$ cat config.mk
export PLATFORM = sky130hd
export DESIGN_NAME = aline_fire_sequencer_flat
export DESIGN_NICKNAME = d
export VERILOG_FILES = /design/src/rtl/aline_fire_sequencer_if.sv /design/src/rtl/aline_fire_sequencer.sv /design/src/flat_wrapper.sv
export SDC_FILE = /design/constraint.sdc
export NUM_CORES = 1
export LEC_CHECK = 0
export CAP_MARGIN = 10
export CORE_ASPECT_RATIO = 0.6
export CORE_UTILIZATION = 35
export DETAILED_ROUTE_END_ITERATION = 8
export PLACE_DENSITY = 0.64
export SKIP_CTS_REPAIR_TIMING = 1
export SLEW_MARGIN = 30
export SYNTH_ARGS = -nofsm -noshare
export SYNTH_HDL_FRONTEND = slang
export SYNTH_SLANG_ARGS = --single-unit
$ cat constraint.sdc
create_clock -name clk -period 8.9 [get_ports clk]
set_input_delay 0.89 -clock clk [delete_from_list [all_inputs] [get_ports clk]]
set_output_delay 0.89 -clock clk [all_outputs]
set_load 0.05 [all_outputs]
$ cat src/rtl/aline_fire_sequencer_if.sv
// Delay-store handshake between the A-line fire sequencer (master) and the
// per-channel delay store of the image config block (slave).
interface aline_fire_sequencer_if;
  logic         rd_en;
  logic [3:0]   which_aline;
  logic         updating_delays;
  logic [127:0] ch_delay;

  modport master (
    output rd_en,
    output which_aline,
    input  updating_delays,
    input  ch_delay
  );

  modport slave (
    input  rd_en,
    input  which_aline,
    output updating_delays,
    output ch_delay
  );
endinterface

$ cat src/rtl/aline_fire_sequencer.sv
// Per-A-line delay fetch, snapshot and per-channel trigger strobe sequencer
// sitting between the config delay store and the transmit pulsers.
module aline_fire_sequencer #(
  parameter int ACK_TIMEOUT = 16,
  parameter int GAP_CYCLES  = 1000,
  parameter int GAP_W       = 20
) (
  input  logic                          clk,
  input  logic                          rst,
  input  logic                          start,
  input  logic                          stop,
  input  logic                          loop_en,
  input  logic                          intaking_configs,
  input  logic [7:0]                    channel_select,
  input  logic [4:0]                    aline_select,
  aline_fire_sequencer_if.master        cfg,
  output logic [7:0]                    fire,
  output logic                          busy,
  output logic                          aline_done,
  output logic                          frame_done,
  output logic                          timeout_err
);

  localparam int ACK_W = $clog2(ACK_TIMEOUT + 1);
  localparam logic [ACK_W-1:0] ACK_LAST = ACK_W'(ACK_TIMEOUT - 1);
  localparam logic [GAP_W-1:0] GAP_LAST = GAP_W'(GAP_CYCLES - 1);

  localparam logic [2:0] IDLE      = 3'd0;
  localparam logic [2:0] REQ       = 3'd1;
  localparam logic [2:0] WAIT_ACK  = 3'd2;
  localparam logic [2:0] WAIT_DONE = 3'd3;
  localparam logic [2:0] FIRE      = 3'd4;
  localparam logic [2:0] GAP       = 3'd5;

  logic [2:0]       state_q, state_d;
  logic [3:0]       which_aline_q, which_aline_d;
  logic [4:0]       nlines_q, nlines_d;
  logic [ACK_W-1:0] ack_cnt_q, ack_cnt_d;
  logic [GAP_W-1:0] gap_cnt_q, gap_cnt_d;
  logic [15:0]      fire_cnt_q, fire_cnt_d;
  logic [127:0]     delay_q, delay_d;
  logic [7:0]       en_q, en_d;
  logic [15:0]      max_q, max_d;
  logic             stop_seen_q, stop_seen_d;
  logic             timeout_err_q, timeout_err_d;
  logic             rd_en_q, rd_en_d;
  logic [7:0]       fire_q, fire_d;
  logic             aline_done_q, aline_done_d;
  logic             frame_done_q, frame_done_d;
  logic [15:0]      max_in;
  logic [15:0]      fire_cnt_inc;

  function automatic logic [15:0] max_enabled(input logic [127:0] dly, input logic [7:0] en);
    logic [15:0] m;
    m = '0;
    for (int i = 0; i < 8; i++) begin
      if (en[i] && (dly[16*i +: 16] > m)) m = dly[16*i +: 16];
    end
    return m;
  endfunction

  assign max_in       = max_enabled(cfg.ch_delay, channel_select);
  assign fire_cnt_inc = fire_cnt_q + 16'd1;

  // Strobes are computed one cycle early so the registered fire bit lines up
  // with the cycle in which the fire counter equals that channel's delay.
  always_comb begin
    state_d       = state_q;
    which_aline_d = which_aline_q;
    nlines_d      = nlines_q;
    ack_cnt_d     = ack_cnt_q;
    gap_cnt_d     = gap_cnt_q;
    fire_cnt_d    = fire_cnt_q;
    delay_d       = delay_q;
    en_d          = en_q;
    max_d         = max_q;
    stop_seen_d   = stop_seen_q;
    timeout_err_d = timeout_err_q;
    fire_d        = '0;
    aline_done_d  = 1'b0;
    frame_done_d  = 1'b0;

    if ((state_q != IDLE) && (stop || intaking_configs)) stop_seen_d = 1'b1;

    case (state_q)
      IDLE: begin
        if (start && !intaking_configs && (aline_select != 5'd0)) begin
          state_d       = REQ;
          which_aline_d = 4'd0;
          timeout_err_d = 1'b0;
          stop_seen_d   = 1'b0;
          nlines_d      = (aline_select > 5'd16) ? 5'd16 : aline_select;
        end
      end
      REQ: begin
        state_d   = WAIT_ACK;
        ack_cnt_d = '0;
      end
      WAIT_ACK: begin
        if (cfg.updating_delays) begin
          state_d = WAIT_DONE;
        end else if (ack_cnt_q == ACK_LAST) begin
          state_d       = IDLE;
          timeout_err_d = 1'b1;
        end else begin
          ack_cnt_d = ack_cnt_q + 1'b1;
        end
      end
      WAIT_DONE: begin
        if (!cfg.updating_delays) begin
          state_d      = FIRE;
          delay_d      = cfg.ch_delay;
          en_d         = channel_select;
          max_d        = max_in;
          fire_cnt_d   = '0;
          aline_done_d = (max_in == 16'd0);
          for (int i = 0; i < 8; i++) begin
            fire_d[i] = channel_select[i] && (cfg.ch_delay[16*i +: 16] == 16'd0);
          end
        end
      end
      FIRE: begin
        if (fire_cnt_q == max_q) begin
          state_d   = GAP;
          gap_cnt_d = '0;
        end else begin
          fire_cnt_d   = fire_cnt_inc;
          aline_done_d = (fire_cnt_inc == max_q);
          for (int i = 0; i < 8; i++) begin
            fire_d[i] = en_q[i] && (delay_q[16*i +: 16] == fire_cnt_inc);
          end
        end
      end
      GAP: begin
        if (gap_cnt_q == GAP_LAST) begin
          if (stop_seen_q || stop || intaking_configs) begin
            state_d = IDLE;
          end else if ({1'b0, which_aline_q} < (nlines_q - 5'd1)) begin
            which_aline_d = which_aline_q + 4'd1;
            state_d       = REQ;
          end else begin
            frame_done_d = 1'b1;
            if (loop_en) begin
              which_aline_d = 4'd0;
              state_d       = REQ;
            end else begin
              state_d = IDLE;
            end
          end
        end else begin
          gap_cnt_d = gap_cnt_q + 1'b1;
        end
      end
      default: state_d = IDLE;
    endcase

    rd_en_d = (state_d == REQ);
  end

  always_ff @(posedge clk or negedge rst) begin
    if (!rst) begin
      state_q       <= IDLE;
      which_aline_q <= '0;
      nlines_q      <= '0;
      ack_cnt_q     <= '0;
      gap_cnt_q     <= '0;
      fire_cnt_q    <= '0;
      delay_q       <= '0;
      en_q          <= '0;
      max_q         <= '0;
      stop_seen_q   <= 1'b0;
      timeout_err_q <= 1'b0;
      rd_en_q       <= 1'b0;
      fire_q        <= '0;
      aline_done_q  <= 1'b0;
      frame_done_q  <= 1'b0;
    end else begin
      state_q       <= state_d;
      which_aline_q <= which_aline_d;
      nlines_q      <= nlines_d;
      ack_cnt_q     <= ack_cnt_d;
      gap_cnt_q     <= gap_cnt_d;
      fire_cnt_q    <= fire_cnt_d;
      delay_q       <= delay_d;
      en_q          <= en_d;
      max_q         <= max_d;
      stop_seen_q   <= stop_seen_d;
      timeout_err_q <= timeout_err_d;
      rd_en_q       <= rd_en_d;
      fire_q        <= fire_d;
      aline_done_q  <= aline_done_d;
      frame_done_q  <= frame_done_d;
    end
  end

  assign cfg.rd_en       = rd_en_q;
  assign cfg.which_aline = which_aline_q;
  assign fire            = fire_q;
  assign busy            = (state_q != IDLE);
  assign aline_done      = aline_done_q;
  assign frame_done      = frame_done_q;
  assign timeout_err     = timeout_err_q;

endmodule

$ cat src/flat_wrapper.sv
// flat-port wrapper written by rule: the top's interface ports become plain ports
module aline_fire_sequencer_flat 
#(
  parameter int ACK_TIMEOUT = 16,
  parameter int GAP_CYCLES  = 1000,
  parameter int GAP_W       = 20
)
  (clk, rst, start, stop, loop_en, intaking_configs, channel_select, aline_select, fire, busy, aline_done, frame_done, timeout_err, cfg_rd_en, cfg_which_aline, cfg_updating_delays, cfg_ch_delay);
  aline_fire_sequencer_if cfg_i ();
  input  logic clk;
  input  logic rst;
  input  logic start;
  input  logic stop;
  input  logic loop_en;
  input  logic intaking_configs;
  input  logic [7:0] channel_select;
  input  logic [4:0] aline_select;
  output logic [7:0] fire;
  output logic busy;
  output logic aline_done;
  output logic frame_done;
  output logic timeout_err;
  output wire logic [$bits(cfg_i.rd_en)-1:0] cfg_rd_en;
  output wire logic [$bits(cfg_i.which_aline)-1:0] cfg_which_aline;
  input wire logic [$bits(cfg_i.updating_delays)-1:0] cfg_updating_delays;
  input wire logic [$bits(cfg_i.ch_delay)-1:0] cfg_ch_delay;
  assign cfg_rd_en = cfg_i.rd_en;
  assign cfg_which_aline = cfg_i.which_aline;
  assign cfg_i.updating_delays = cfg_updating_delays;
  assign cfg_i.ch_delay = cfg_ch_delay;
  aline_fire_sequencer #(.ACK_TIMEOUT(ACK_TIMEOUT), .GAP_CYCLES(GAP_CYCLES), .GAP_W(GAP_W)) u_core (.clk(clk), .rst(rst), .start(start), .stop(stop), .loop_en(loop_en), .intaking_configs(intaking_configs), .channel_select(channel_select), .aline_select(aline_select), .cfg(cfg_i), .fire(fire), .busy(busy), .aline_done(aline_done), .frame_done(frame_done), .timeout_err(timeout_err));
endmodule
# Word-level counts from Yosys, hierarchy flattened
# Cells that the tools add are included.
# Widths: inputs -> output; s select.
[word_totals] ff_bits=218 in_bits=148 out_inout_bits=17
[op_classes] n_addsub=5 n_lt_le_gt_ge=10 n_eq_ne=29 mux=51 bitwise=1 n_reduce_logical=55
[op_table] operator="$eq 16x16->1" count=10
[op_table] operator="$mux 16" count=10
[op_table] operator="$logic_not 16->1" count=9
[op_table] operator="$gt 16x16->1" count=7
[op_table] operator="$mux 20" count=2
[op_table] operator="$pmux 20 s2" count=1
[op_table] operator="$pmux 16 s2" count=1
[op_table] operator="$logic_and 1x1->1" count=27
[op_table] operator="$mux 3" count=8
[op_table] operator="$add 20x1->20 const B" count=1
[op_table] operator="$eq 20x10->1 const B" count=1
[op_table] operator="$mux 4" count=5
[op_table] operator="$pmux 3 s6" count=1
[op_table] operator="$add 16x1->16 const B" count=1
[op_table] operator="$gt 16x1->1 const B" count=1
[op_table] operator="$mux 8" count=2
[op_table] operator="$pmux 8 s2" count=1
[op_table] operator="$mux 5" count=3
[op_table] operator="$mux 1" count=13
[op_table] operator="$ne 2x2->1 const B" count=6
[op_table] operator="$pmux 5 s2" count=1
[op_table] operator="$reduce_bool 2->1" count=5
[op_table] operator="$reduce_and 3->1" count=3
[op_table] operator="$ne 2x1->1 const B" count=4
[op_table] operator="21 further kinds" count=28

# Logic depth before layout (Yosys ltp)
# Gate-level depths: netlist of run 1.
[logic_depth] depth_word=27 mapped_depth=100 depth_no_buf=93

# Worst setup path after synthesis of run 1
# OpenSTA, ideal clock, no wires.
[synth_path] path_type="input -> register" from="input cfg_ch_delay[2]" to="register u_core.aline_done_q, in the netlist u_core.aline_done" setup_ns=0.110 arrival_ns=18.186 t_required_ns=8.790 path_slack_ns=-9.396 path_stages=96 path_buffers=8 cell_sequence="nor4_1 > nand4_1 > and2_1 > nand2_1 > ha_1 > nand4_2 > a2111o_1 > a31oi_4 > clkbuf_1 > clkbuf_1 > nand2_1 > o21ai_0 > inv_1 > ha_1 > nand3_1 > nor4_2 > nand3_1 > and4_1 > (+60 left out) > ha_1 > nor2b_1 > o21a_1 > o21ai_0 > nand2b_1 > a21oi_1 > nor2b_1 > o21ai_0 > nand2b_1 > a21oi_1 > o21ai_0 > a21o_1 > a21oi_1 > nor2_1 > or4_1 > o311ai_0 > nand4_1 > o41ai_1"
[synth_between] elab_chain_cells=27
[synth_rtl] element="from (decl)" line="flat_wrapper.sv:26" source="input wire logic [$bits(cfg_i.ch_delay)-1:0] cfg_ch_delay;"
[synth_rtl] element="$gt 16x1->1" line="aline_fire_sequencer.sv:57" source="if (en[i] && (dly[16*i +: 16] > m)) m = dly[16*i +: 16];"
[synth_rtl] element="$logic_and 1x1->1" line="aline_fire_sequencer.sv:57"
[synth_rtl] element="$mux 16 (*)" line="aline_fire_sequencer.sv:57"
[synth_rtl] element="$gt 16x16->1" line="aline_fire_sequencer.sv:57"
[synth_rtl] element="$logic_and 1x1->1" line="aline_fire_sequencer.sv:57"
[synth_rtl] element="$mux 16 (*)" line="aline_fire_sequencer.sv:57"
[synth_rtl] element="$gt 16x16->1" line="aline_fire_sequencer.sv:57"
[synth_rtl] element="$logic_and 1x1->1" line="aline_fire_sequencer.sv:57"
[synth_rtl] element="(+12 left out)"
[synth_rtl] element="$mux 16 (*)" line="aline_fire_sequencer.sv:57"
[synth_rtl] element="$gt 16x16->1" line="aline_fire_sequencer.sv:57"
[synth_rtl] element="$logic_and 1x1->1" line="aline_fire_sequencer.sv:57"
[synth_rtl] element="$mux 16 (*)" line="aline_fire_sequencer.sv:57"
[synth_rtl] element="$logic_not 16->1 (*)" line="aline_fire_sequencer.sv:116" source="aline_done_d = (max_in == 16'd0);"
[synth_rtl] element="$mux 1 (*)" line="aline_fire_sequencer.sv:110" source="if (!cfg.updating_delays) begin"
[synth_rtl] element="$pmux 1 s2 (*)" line="aline_fire_sequencer.sv:85" source="case (state_q)"
[synth_rtl] element="via u_core.aline_done_d" line="aline_fire_sequencer.sv:48" source="logic aline_done_q, aline_done_d;"
[synth_rtl] element="to (signal assigned)" line="aline_fire_sequencer.sv:191" source="aline_done_q <= aline_done_d;"
[synth_rtl] element="to (decl)" line="aline_fire_sequencer.sv:48"
# Mark *: on every way through the listed nets, which the timed path passes. The rest lies on a longest branch.
# A chain may end at the register's enable or synchronous reset.

# Final worst setup path of run 1
[layout_path] from="input cfg_ch_delay[8]" to="register u_core.aline_done_q, in the netlist u_core.aline_done"
# Same word-level chain as after synthesis.

==> results of run 1 <==
==> synth_stat cells (4+ instances only) <==
| cell | instances | area share |
|---|---|---|
| clkbuf_1 | 65 | 0.015 |
| nand4_1 | 45 | 0.018 |
| nand2b_1 | 22 | 0.0087 |
| a211oi_1 | 5 | 0.0024 |
| inv_1 | 96 | 0.023 |
| mux2_2 | 31 | 0.022 |
| ha_1 | 112 | 0.089 |
| and4_1 | 8 | 0.0044 |
| buf_2 | 4 | 0.0013 |
| a21o_1 | 26 | 0.012 |
| nand3_1 | 72 | 0.023 |
| nand2_1 | 471 | 0.11 |
| a31oi_1 | 7 | 0.0028 |
| nor3_1 | 26 | 0.0083 |
| buf_1 | 7 | 0.0017 |
| and3_1 | 21 | 0.0083 |
| o21a_1 | 12 | 0.0057 |
| nor4_1 | 50 | 0.020 |
| nor2_1 | 70 | 0.017 |
| xor2_1 | 94 | 0.052 |
| nor2b_1 | 11 | 0.0044 |
| a31o_2 | 7 | 0.0039 |
| mux2i_1 | 32 | 0.020 |
| or4_1 | 7 | 0.0033 |
| dfrtp_1 | 218 | 0.35 |
| and2_1 | 12 | 0.0048 |
| o21ai_0 | 125 | 0.040 |
| o2111ai_1 | 4 | 0.0022 |
| or3_1 | 9 | 0.0036 |
| xnor2_1 | 100 | 0.056 |
| a21oi_1 | 51 | 0.016 |
| o211ai_1 | 10 | 0.0048 |
| o31ai_1 | 4 | 0.0019 |
==> path summary, 6_finish.rpt <==
kind	to	slack, ns	cells past startpoint
max reg2reg	u_core.fire[2]	4.79	12
min reg2reg	u_core.ack_cnt_q[4]	0.48	2
max in group asynchronous	u_core.gap_cnt_q[12]	7.23	2
min in group clk	u_core.ack_cnt_q[4]	0.48	2
min	u_core.nlines_q[1]	0.37	1
max	u_core.aline_done	-7.00	87
==> metrics by stage <==
stage | hold slack, ns | instances | utilization | power (W)
2_1_floorplan | 0.445 | 1907 | - | 0.00327
3_3_place_gp | 0.459 | 2919 | 0.475 | 0.00433
3_5_place_dp | 0.467 | 2919 | 0.475 | 0.00442
4_1_cts | 0.419 | 2961 | 0.493 | 0.00546
5_1_grt | 0.437 | 3006 | 0.521 | 0.00613
6_report | 0.368 | 3006 | 0.521 | 0.00577
==> sequential cells by signal, indices dropped and copies added, names as in the netlist, 4 cells and up <==
signal and cells:
u_core.max_q 16, u_core.ack_cnt_q 5, u_core.cfg.which_aline 4, u_core.nlines_q 5, u_core.en_q 8, u_core.fire_cnt_q 16, u_core.fire 8, u_core.gap_cnt_q 20
u_core.delay_q 128
==> kinds of logic (layout without fill, tap and decap cells) <==
group,count (synthesis),count (layout),synth area share
muxes,65,65,0.0442
DFF,218,218,0.346
AOI/OAI and AO/OA,299,299,0.124
buffers and inverters,176,696,0.0434
xor gates and xnor gates,194,194,0.108
and+or+nand+nor,841,841,0.244
adders and majority gates,114,114,0.0902
==> critical path, delay by kind of cell <==
kind                     cells  cell delay [ns]
adder cells (fa/ha/maj)      7             1.64
AO/OA/AOI/OAI               32             6.07
multiplexers                 4             1.22
AND/OR/NAND/NOR             28             4.43
buffers and inverters       16             2.05
==> layout make-up <==
class	count	area share
Clock inverter	10	0.00444
Tap cell	579	0.0317
Sequential cell	218	0.239
Inverter	97	0.0164
Clock buffer	32	0.0307
Multi-Input combinational cell	1513	0.469
Timing Repair Buffer	557	0.209
==> layer usage <==
metal / GRT usage / up-vias
met3: 0.0555 / 76
met1: 0.399 / 7897
li1: - / 7590
met4: 0.0416 / 0
met2: 0.360 / 666
met5: 0 / -
==> power breakdown <==
group | leakage [nW] | switching, W | internal (W)
registers | 2.80 | 0.000329 | 0.00136
clock network | 0.400 | 0.000437 | 0.000585
logic | 7.53 | 0.00158 | 0.00148
total | 10.7 | 0.00235 | 0.00342
==> placed cells by master, fill, tap and decap left out, drive strengths merged, types with 7 or more instances in the layout <==
master	count
a21o	26
a21oi	51
a31o	7
a31oi	9
and2	12
and3	21
and4	8
buf	397
clkbuf	41
clkdlybuf4s50	146
clkinv	9
dfrtp	218
ha	112
inv	97
mux2	33
mux2i	32
nand2	472
nand2b	22
nand3	72
nand4	46
nor2	70
nor2b	11
nor3	26
nor4	51
o211ai	10
o21a	12
o21ai	125
or3	9
or4	7
xnor2	100
xor2	94
==> run_results.csv, run 1 <==
group,metric,value,unit
floorplanning,initial_core_util,0.359,
floorplanning,io_pins,165,
sta,slew_viol_final,0,
route,wl_per_cell,20.2,um
layout,num-nets-final,2671,
route,wl_met2,25.0,mm
layout,area_growth,44.9,%
route,top_layer,"met4",
worst_hold_path,min_path_type,"primary input to async pin",
route,drc,0,
yosys,synth.avg_cell_area,8.26,um2
cts,cts-root-buf,"clkbuf_16",
layout,antenna_cells,0,
yosys,synth-edff-count,0,
worst_setup_path,cp-start-kind,"primary input",
global_routing,antenna_found_initial,1,
worst_setup_path,critPathKind,"primary input to flip-flop",
sta,rsz0062_at_grt,"true",
yosys,ys_types,82,
yosys,ys.flop_type,"dfrtp_1",
cts,cts_made_buffers,24,
place,dpl.hpwl,47.2,mm
pwr,power_density,253,mW/mm2
worst_setup_path,cp_max_fo,11,
cts,clk_path_buf_depth,3,
worst_setup_path,r2r-start,"u_core.fire_cnt_q[0]",
sta,fmax,62.9,MHz
pwr,p_leak,10.7,nW
sta,setup_tns,-114.60,ns
sta,finClkSkew,0.0308,ns
pwr,ir_worst_vdd,0.172,mV
yosys,async_flop_share,1.00,
worst_setup_path,crit_slowest_cell,"or4_4",
floorplanning,row_count,59,
sta,tightest_slew,1.07,ns
route,drt-initial-drc-count,1469,
route,first_pass_iters,6,
sta,setup_slack,-7.00,ns
global_routing,grt_pass1_wl,90.8,mm
route,wl_met1,29.3,mm
yosys,synth.ff_latch_count,218,
floorplanning,fp.dieW,276,um
global_routing,grt_max_degree,98,
yosys,synth_fp_nets,2167,
floorplanning,dieArea,0.0459,mm2
layout,multi_input_area,0.0107,mm2
yosys,syn_inst,1907,
layout,n_fill_cell,4078,
global_routing,gr-total-overflow,0,
status,status,"finished, violations left",
sta,slew_headroom,0.287,
route,routed_via_density,5.40,
worst_setup_path,cp.required,9.34,ns
cts,clk_latency,0.55,ns
worst_setup_path,crit_path_frequent_cell,"a21o_1",
cts,cts.sinks,218,
global_routing,grt_usage,0.256,
layout,ff_latch_area,0.00546,mm2
cts,ctsHtreeMaxLevel,1,
worst_setup_path,slowest_delay,0.44,ns
place,portBuffers,164,
yosys,netlist_area,0.0158,mm2
floorplanning,dieHeight,166,um
route,wirelength,60.8,mm
sta,hold_viol,0,
yosys,yosysWarningCount,0,
worst_setup_path,arrival,16.34,ns
worst_setup_path,cp-end-kind,"flip-flop",
place,place_area,0.0208,mm2
layout,postLayoutCellArea,0.0228,mm2
sta,post-route-period-util,1.79,
status,violations,"negative setup slack",
yosys,yosysSeqAreaShare,0.346,
route,wl_met3,5.58,mm
flow_run,cap_violations,0,
cts,path_clk_slew,0.06,ns
place,gp_congestion,1.04,
floorplanning,core,0.0438,mm2
sta,layout_min_cycle_time,15.90,ns
route,postRouteAntennaNets,0,
global_routing,grt_pass1_vias,15471,
layout,drive_gt1_frac,0.267,
route,vias,16229,
worst_setup_path,crit_start,"cfg_ch_delay[8]",
place,dpl_worst_slack,-8.45,ns
sta,setup_violations,17,
cts,cts_tree,"done",
Note: power is estimated with default switching activity, not from simulation.
==> run 2: changes to the inputs <==
--- a/config.mk
+++ b/config.mk
@@ -6,7 +6,7 @@
 export NUM_CORES = 1
 export LEC_CHECK = 0
 export CAP_MARGIN = 10
-export CORE_ASPECT_RATIO = 0.6
+export CORE_ASPECT_RATIO = 0.9
 export CORE_UTILIZATION = 35
 export DETAILED_ROUTE_END_ITERATION = 8
 export PLACE_DENSITY = 0.64
==> constraint.sdc (replaced) <==
create_clock -name clk -period 18 [get_ports clk]
set_input_delay 1.8 -clock clk [delete_from_list [all_inputs] [get_ports clk]]
set_output_delay 1.8 -clock clk [all_outputs]
set_load 0.05 [all_outputs]
==> run 2 against run 1 <==
  * The run now ends clean
  * Sequential share of layout area is 2.2 points higher
  * Setup slack better by 7.7 ns
  * Sequential power is 51% lower
  * Critical path depth is 3 higher
  * Sequential cell count stayed put
  * Total power is 54% lower
  * Core utilization is 4.9 points lower
  * Cell count is 5.7% lower
  * Worst hold slack better by 0.11 ns
  * Largest power group unchanged
==> run_results.csv, run 2 (synthesis results as in run 1) <==
group,metric,value,unit
status,status,"finished, final reports clean",
sta,slew_headroom,0.398,
route,wirelength,55.0,mm
route,drt-initial-drc-count,1256,
layout,reg_top3,"u_core.delay_q (128), u_core.gap_cnt_q (20)",
pwr,p_leak,9.61,nW
worst_setup_path,cp_max_fo,9,
worst_setup_path,crit_path_frequent_cell,"a21o_1",
layout,postLayoutCellArea,0.0209,mm2
sta,layout_min_cycle_time,17.31,ns
route,routed_via_density,5.35,
place,portBuffers,164,
flow_run,cap_violations,0,
worst_setup_path,arrival,17.74,ns
place,dpl_worst_slack,-0.902,ns
route,wl_per_cell,19.4,um
layout,n_fill_cell,4258,
sta,slew_viol_final,0,
global_routing,grt_pass1_wl,84.3,mm
place,place_area,0.0193,mm2
route,first_pass_iters,5,
worst_setup_path,critPathKind,"primary input to flip-flop",
floorplanning,core,0.0443,mm2
cts,cts-root-buf,"clkbuf_16",
worst_setup_path,r2r_setup_slack,14.34,ns
sta,finClkSkew,0.0231,ns
global_routing,antenna_found_initial,0,
cts,ctsHtreeMaxLevel,1,
layout,final_common_cell,"nand2_1",
global_routing,grt_pass1_vias,14885,
worst_setup_path,cp-end-kind,"flip-flop",
floorplanning,dieArea,0.0459,mm2
pwr,power,0.00267,W
place,gp_congestion,0.979,
cts,cts_tree,"done",
route,postRouteAntennaNets,0,
floorplanning,io_pins,165,
sta,setup_slack,0.688,ns
worst_setup_path,cp.required,18.43,ns
worst_hold_path,min_path_type,"flip-flop to flip-flop",
cts,cts.sinks,218,
place,dpl.hpwl,41.1,mm
global_routing,grt_max_degree,86,
sta,setup_violations,0,
global_routing,grt_usage,0.236,
pwr,power_density,128,mW/mm2
layout,antenna_cells,0,
sta,post-route-period-util,0.962,
layout,fin_util,0.471,
layout,layout_common_cells,"463 x nand2_1, 218 x dfrtp_1, 182 x buf_4",
sta,hold_viol,0,
sta,fmax,57.8,MHz
cts,cts_made_buffers,25,
worst_setup_path,cp-start-kind,"primary input",
worst_setup_path,rr_worst_depth,12,
route,drc,0,
worst_setup_path,slowest_delay,0.46,ns
floorplanning,fp.dieW,226,um
cts,clk_latency,0.55,ns
sta,tightest_slew,0.900,ns
global_routing,gr-total-overflow,0,
layout,regMostFlops,"u_core.delay_q",
floorplanning,dieHeight,203,um
worst_hold_path,min_delay_path_depth,2,
floorplanning,row_count,73,
layout,area_growth,32.5,%
layout,num-nets-final,2477,
route,vias,15163,
floorplanning,initial_core_util,0.356,
layout,largest_reg_flops,128,
worst_setup_path,crit_slowest_cell,"clkdlybuf4s50_1",
pwr,ir_worst_vdd,0.0771,mV
layout,drive_gt1_frac,0.171,
cts,clk_path_buf_depth,3,
cts,path_clk_slew,0.06,ns
==> run 2: cell types whose count changed in the layout (fill, tap and decap cells not counted), moves of 10 or more <==
cell	change
inv_1	+10
o21ai_0	+12
buf_4	-181
clkdlybuf4s50_1	+15
ha_4	-15
ha_1	+16
nand2_1	+12
buf_6	-14
==> run 2: stage by stage <==
step,instances,hold slack [ns],setup TNS (ns)
after floorplan,1907,0.445,0
after global placement,2768,0.460,-1.07
after detailed placement,2768,0.467,-3.71
after global routing,2835,0.503,-0.775
final,2835,0.480,0
after CTS,2813,0.482,-0.424
==> run 2: critical path, delay by kind of cell <==
family / cells / cell delay (ns)
buffers and inverters: 9 / 1.30
AND/OR/NAND/NOR: 29 / 4.41
adder cells (fa/ha/maj): 7 / 1.58
AO/OA/AOI/OAI: 41 / 7.46
multiplexers: 4 / 1.14
==> run 2: path summary, 6_finish.rpt <==
| check | startpoint | to |
|---|---|---|
| worst max-delay path | cfg_ch_delay[1] | u_core.aline_done |
| worst min-delay path | u_core.en_q[1] | u_core.en_q[1] |
| worst max register to register | u_core.fire_cnt_q[0] | u_core.fire[6] |
| worst min register to register | u_core.en_q[1] | u_core.en_q[1] |
| max in group asynchronous | rst | u_core.delay_q[83] |
| min in group asynchronous | rst | u_core.nlines_q[1] |
==> run 2: cell type report <==
| cell class | count | area [um2] | area share |
|---|---|---|---|
| multi-input cells | 1513 | 10200 | 0.490 |
| flip-flops and latches | 218 | 5460 | 0.261 |
| repair buffers | 362 | 3250 | 0.156 |
| well taps | 600 | 751 | 0.0360 |
| clock buffers | 34 | 699 | 0.0335 |
| inverters | 97 | 364 | 0.0174 |
| clock inverters | 11 | 124 | 0.00593 |
==> run 2: per-layer routing <==
metal / GRT usage / share of wire / up-vias
met1: 0.325 / 0.44 / 7307
met4: 0.0564 / 0.024 / 0
met2: 0.387 / 0.46 / 543
li1: - / - / 7204
met5: 0 / 0 / -
met3: 0.0369 / 0.066 / 109
==> run 2: power by group <==
part	internal, W	leakage (nW)	switching (W)
sequential	0.000673	2.80	0.000161
clock	0.000302	0.396	0.000221
combinational	0.000608	6.41	0.000705
total	0.00158	9.61	0.00109
